$ cat src/rtl/instr_fetch_unit.sv
// rtl/instr_fetch_unit.sv - MCU instruction fetch/decode front end (option: FETCH_ILLEGAL_TRAP_EN)
module instr_fetch_unit #(
    parameter int                     PC_WIDTH     = 8,
    parameter logic [PC_WIDTH-1:0]    RESET_VECTOR = {PC_WIDTH{1'b0}}
) (
    input  logic                clk,
    input  logic                reset,
    output logic                mem_req,
    output logic [PC_WIDTH-1:0] mem_addr,
    input  logic [7:0]          mem_rdata,
    input  logic                mem_ready,
    output logic                instr_valid,
    input  logic                instr_ack,
    input  logic                jump_en,
    input  logic [PC_WIDTH-1:0] jump_target,
    output logic [3:0]          opcode,
    output logic [1:0]          rd,
    output logic [1:0]          rs,
    output logic [7:0]          imm,
    output logic                imm_mode,
    output logic [PC_WIDTH-1:0] pc
`ifdef FETCH_ILLEGAL_TRAP_EN
    ,
    output logic                illegal_op
`endif
);

    typedef enum logic [1:0] {
        S_IDLE = 2'd0,
        S_F1   = 2'd1,
        S_F2   = 2'd2,
        S_HOLD = 2'd3
    } state_t;

    localparam logic [PC_WIDTH-1:0] PC_ONE = {{(PC_WIDTH-1){1'b0}}, 1'b1};
    localparam logic [3:0]          OP_NOP = 4'b1111;

    state_t state;
    state_t state_nxt;

    // MOVI, JMP, LOAD and STORE carry an immediate byte
    function automatic logic is_two_byte(input logic [3:0] op);
        return (op == 4'b0101) || (op == 4'b0111) || (op == 4'b0011) || (op == 4'b0010);
    endfunction

`ifdef FETCH_ILLEGAL_TRAP_EN
    // Opcodes with no defined meaning are trapped and replaced by NOP
    function automatic logic is_illegal(input logic [3:0] op);
        return (op == 4'b0110) || ((op >= 4'b1000) && (op <= 4'b1110));
    endfunction
`endif

    // The address bus always shows the PC; it only matters while mem_req is high
    assign mem_addr = pc;

    // State register
    always_ff @(posedge clk or negedge reset) begin
        if (!reset) begin
            state <= S_IDLE;
        end else begin
            state <= state_nxt;
        end
    end

    // Next-state logic and per-state handshake outputs
    always_comb begin
        state_nxt   = state;
        mem_req     = 1'b0;
        instr_valid = 1'b0;
        case (state)
            S_IDLE: begin
                state_nxt = S_F1;
            end
            S_F1: begin
                mem_req = 1'b1;
                if (mem_ready) begin
                    state_nxt = is_two_byte(mem_rdata[7:4]) ? S_F2 : S_HOLD;
                end
            end
            S_F2: begin
                mem_req = 1'b1;
                if (mem_ready) begin
                    state_nxt = S_HOLD;
                end
            end
            S_HOLD: begin
                instr_valid = 1'b1;
                if (instr_ack) begin
                    state_nxt = S_F1;
                end
            end
            default: begin
                state_nxt = S_IDLE;
            end
        endcase
    end

    // PC, decoded fields and immediate; jumps land only on an acknowledged instruction
    always_ff @(posedge clk or negedge reset) begin
        if (!reset) begin
            pc         <= RESET_VECTOR;
            opcode     <= OP_NOP;
            rd         <= 2'd0;
            rs         <= 2'd0;
            imm        <= 8'h00;
            imm_mode   <= 1'b0;
`ifdef FETCH_ILLEGAL_TRAP_EN
            illegal_op <= 1'b0;
`endif
        end else begin
            case (state)
                S_F1: begin
                    if (mem_ready) begin
                        pc  <= pc + PC_ONE;
                        imm <= 8'h00;
`ifdef FETCH_ILLEGAL_TRAP_EN
                        if (is_illegal(mem_rdata[7:4])) begin
                            opcode     <= OP_NOP;
                            rd         <= 2'd0;
                            rs         <= 2'd0;
                            imm_mode   <= 1'b0;
                            illegal_op <= 1'b1;
                        end else begin
                            opcode     <= mem_rdata[7:4];
                            rd         <= mem_rdata[3:2];
                            rs         <= mem_rdata[1:0];
                            imm_mode   <= is_two_byte(mem_rdata[7:4]);
                            illegal_op <= 1'b0;
                        end
`else
                        opcode   <= mem_rdata[7:4];
                        rd       <= mem_rdata[3:2];
                        rs       <= mem_rdata[1:0];
                        imm_mode <= is_two_byte(mem_rdata[7:4]);
`endif
                    end
                end
                S_F2: begin
                    if (mem_ready) begin
                        pc  <= pc + PC_ONE;
                        imm <= mem_rdata;
                    end
                end
                S_HOLD: begin
                    if (instr_ack) begin
                        if (jump_en) begin
                            pc <= jump_target;
                        end
`ifdef FETCH_ILLEGAL_TRAP_EN
                        illegal_op <= 1'b0;
`endif
                    end
                end
                default: begin
                end
            endcase
        end
    end

endmodule
$ cat config.mk
export PLATFORM = sky130hd
export DESIGN_NAME = instr_fetch_unit
export DESIGN_NICKNAME = d
export VERILOG_FILES = /design/src/rtl/instr_fetch_unit.sv
export SDC_FILE = /design/constraint.sdc
export NUM_CORES = 1
export LEC_CHECK = 0
export CAP_MARGIN = 30
export CORE_MARGIN = 10
export CORE_UTILIZATION = 38
export CTS_CLUSTER_DIAMETER = 200
export DETAILED_ROUTE_END_ITERATION = 8
export PLACE_DENSITY = 0.74
export SYNTH_ARGS = -nofsm -noshare
export SYNTH_HDL_FRONTEND = slang
export SYNTH_SLANG_ARGS = --single-unit
$ cat constraint.sdc
create_clock -name clk -period 1.45 [get_ports clk]
set_input_delay 0.2175 -clock clk [delete_from_list [all_inputs] [get_ports clk]]
set_output_delay 0.2175 -clock clk [all_outputs]
set_load 0.05 [all_outputs]
==> out/qor.txt <==
Cells after Synth -> 124
Gp weighted congestion -> 0.904
Fin Hold WS -> 0.218 ns
N_diodes -> 0
DIE AREA -> 6330 um2
GRT overflow -> 0
Port Buffers -> 55
Commonest non-fill, non-tap cell in the layout -> buf_12
WP data required -> 1.71 ns
Worst Setup Start Kind -> register
Min-Delay Path Class -> input pin to async pin
GRT Total Usage -> 13.8%
Unrepaired setup endpoints after global routing -> yes
Largest net degree at the start of global routing -> 28
PnR worst setup slack -> -0.257 ns
Rows -> 21
Clk buf depth -> 2
Yosys warnings -> 0
Slowest stage cell, crit path -> dfrtp_2
Post-synth top flop -> dfrtp_1
Max_cap viols -> 0
CTS tree -> yes
Final period util -> 118%
Number of global-route vias before repair -> 1448
Least-Margin Pin Slew -> 0.418 ns
Area of the multi-input gates -> 641 um2
Layout cells sized above 1 -> 49.5%
Syn_area_per_cell -> 10.9 um2
Most frequent cells in the layout -> buf_12, buf_4, dfrtp_1, clkdlybuf4s50_1, nand2_1
1st-iter DRT viols -> 169
First-pass iteration count of the detailed router -> 4
Initial Util -> 39.8%
FILL cells -> 212
Fin area -> 2610 um2
Area Overhead vs Synth -> 93.6%
Post-Syn Area -> 1350 um2
Worst Path Max Fanout -> 7
Vias after detailed routing -> 1277
CP endpoint kind -> register
Die Span X -> 79.6 um
Total Nets Final -> 228
Final Critical Period -> 1.71 ns
Routed vias/inst -> 5.15
#FFs+latches synth -> 27
DRT antenna net count -> 0
Top delay family on crit path -> flip-flops
DP Wirelength -> 3380 um
Fin. max-slew vios -> 0
Post-synth EDFFs -> 0
Final Hold Vio Count -> 0
Critical Path Max Stage Delay -> 0.47 ns
Flop-to-flop setup slack -> -0.26 ns
Post-synth cell types -> 33
WL per Instance -> 17.3 um
WP buf/inv -> 2
Pre-CTS setup slack -> -0.189 ns
H-tree lvl count -> 1
Root Buffer -> clkbuf_4
DRC -> 0
RR Endpoint -> mem_addr[4]
Die height -> 79.6 um
Core area -> 3390 um2
Post-Route WL -> 4300 um
Synthesized net count -> 149
Critical Setup Path Class -> register to register
Relative slew slack -> 72.1%
Sequential fraction of the synthesis area -> 50.5%
Fmax -> 586 MHz
Status -> complete, but fails checks
Initial antenna violation count -> 0
Worst-Skew Late Latency -> 0.35 ns
FFs w/ async S/R, synth -> 100%
Top Ports -> 56
CP arrival -> 1.97 ns
R2r worst-path depth -> 7
Reg area -> 684 um2
Post-placement cell area -> 2450 um2
Setup Viol. Count Final -> 16
CTS clk-pin slew, worst paths -> 0.16 ns
First-pass GRT wire length -> 7080 um
CTS sink cnt -> 27
Failing checks -> setup timing
CTS Buf Count -> 3
R2r startpoint -> state[1]
Clock skew -> 0.00132 ns
CP cell instances -> buf_6, ha_4, and3_4, o22ai_4, buf_4, nor4b_1, a211o_1
## layout make-up
| class | instances | share of cell area [%] |
|---|---|---|
| inverters | 6 | 1.20 |
| clock buffers | 3 | 0.863 |
| flip-flops and latches | 27 | 26.2 |
| multi-input cells | 79 | 24.6 |
| clock inverters | 1 | 0.288 |
| repair buffers | 86 | 44.7 |
| well taps | 46 | 2.21 |
## metal layers
metal	GRT usage [%]	wire [um]	vias up
met5	0	0	-
met3	6.64	466	4
met2	22.6	2050	60
met1	16.0	1750	610
met4	3.23	37	0
li1	-	-	603
## Yosys cell counts, types with 3 or more instances
master   count  area share, %
a22o_1       8            5.2
buf_2        3            1.1
buf_4        8            4.5
dfrtp_1     23             43
dfstp_2      4            7.8
ha_1         4            3.7
inv_1        6            1.7
mux2_2       8            6.7
mux2i_1      4            3.0
nand2_1     11            3.1
nand3_1      4            1.5
nand4_1      3            1.4
nor2_1       6            1.7
nor3_1       3            1.1
o21ai_0      7            2.6
## stage by stage
step | TNS, ns | std cells | util [%]
after floorplan | -0.458 | 124 | -
after global placement | -1.79 | 233 | 72.2
after detailed placement | -3.10 | 233 | 72.2
after CTS | -1.73 | 243 | 75.6
after global routing | -3.70 | 248 | 77.0
final | -2.13 | 248 | 77.0
## registers in the layout, summed over array words and instances (netlist names)
name,count
mem_addr,8
state,2
rd,2
opcode,4
rs,2
imm_mode,1
imm,8
## cell families after synthesis
family                   count (synthesis)  synth area share (%)
AO/OA/AOI/OAI                           29                  16.1
adder cells (fa/ha/maj)                  4                  3.71
buffers and inverters                   18                  7.52
flip-flops                              27                  50.5
multiplexers                            12                  9.66
AND/OR/NAND/NOR                         34                  12.5
## timing repair
action / in CTS / in global routing
pin swaps: 5 / 5
endpoints found under the hold margin: 0 / 0
buffers inserted: 6 / 5
cloned: 0 / 0
hold buffers: 0 / 0
endpoints found under the setup margin: 28 / 27
gates resized for setup: 9 / 3
## worst max path at each step
stage                   to  slack, ns  startpoint  cells past startpoint
6_report       mem_addr[4]      -0.26    state[1]                      7
5_1_grt        mem_addr[2]      -0.33    state[1]                      6
4_1_cts            mem_req      -0.22    state[1]                      4
2_1_floorplan  mem_addr[5]      -0.12    state[1]                      6
3_3_place_gp   mem_addr[2]      -0.17     jump_en                      5
3_5_place_dp   mem_addr[2]      -0.19    state[0]                      6
## worst reg2reg max path, delay by kind of cell, from the launching register on
kind | cells | cell delay, ns
AOI/OAI and AO/OA | 2 | 0.46
adders and majority gates | 1 | 0.19
buffers and inverters | 2 | 0.29
DFF | 1 | 0.47
and+or+nand+nor | 2 | 0.21
Power is left out: the tool's default activity adds up to more than one toggle a clock period on the data nets, which glitch-free logic cannot reach.
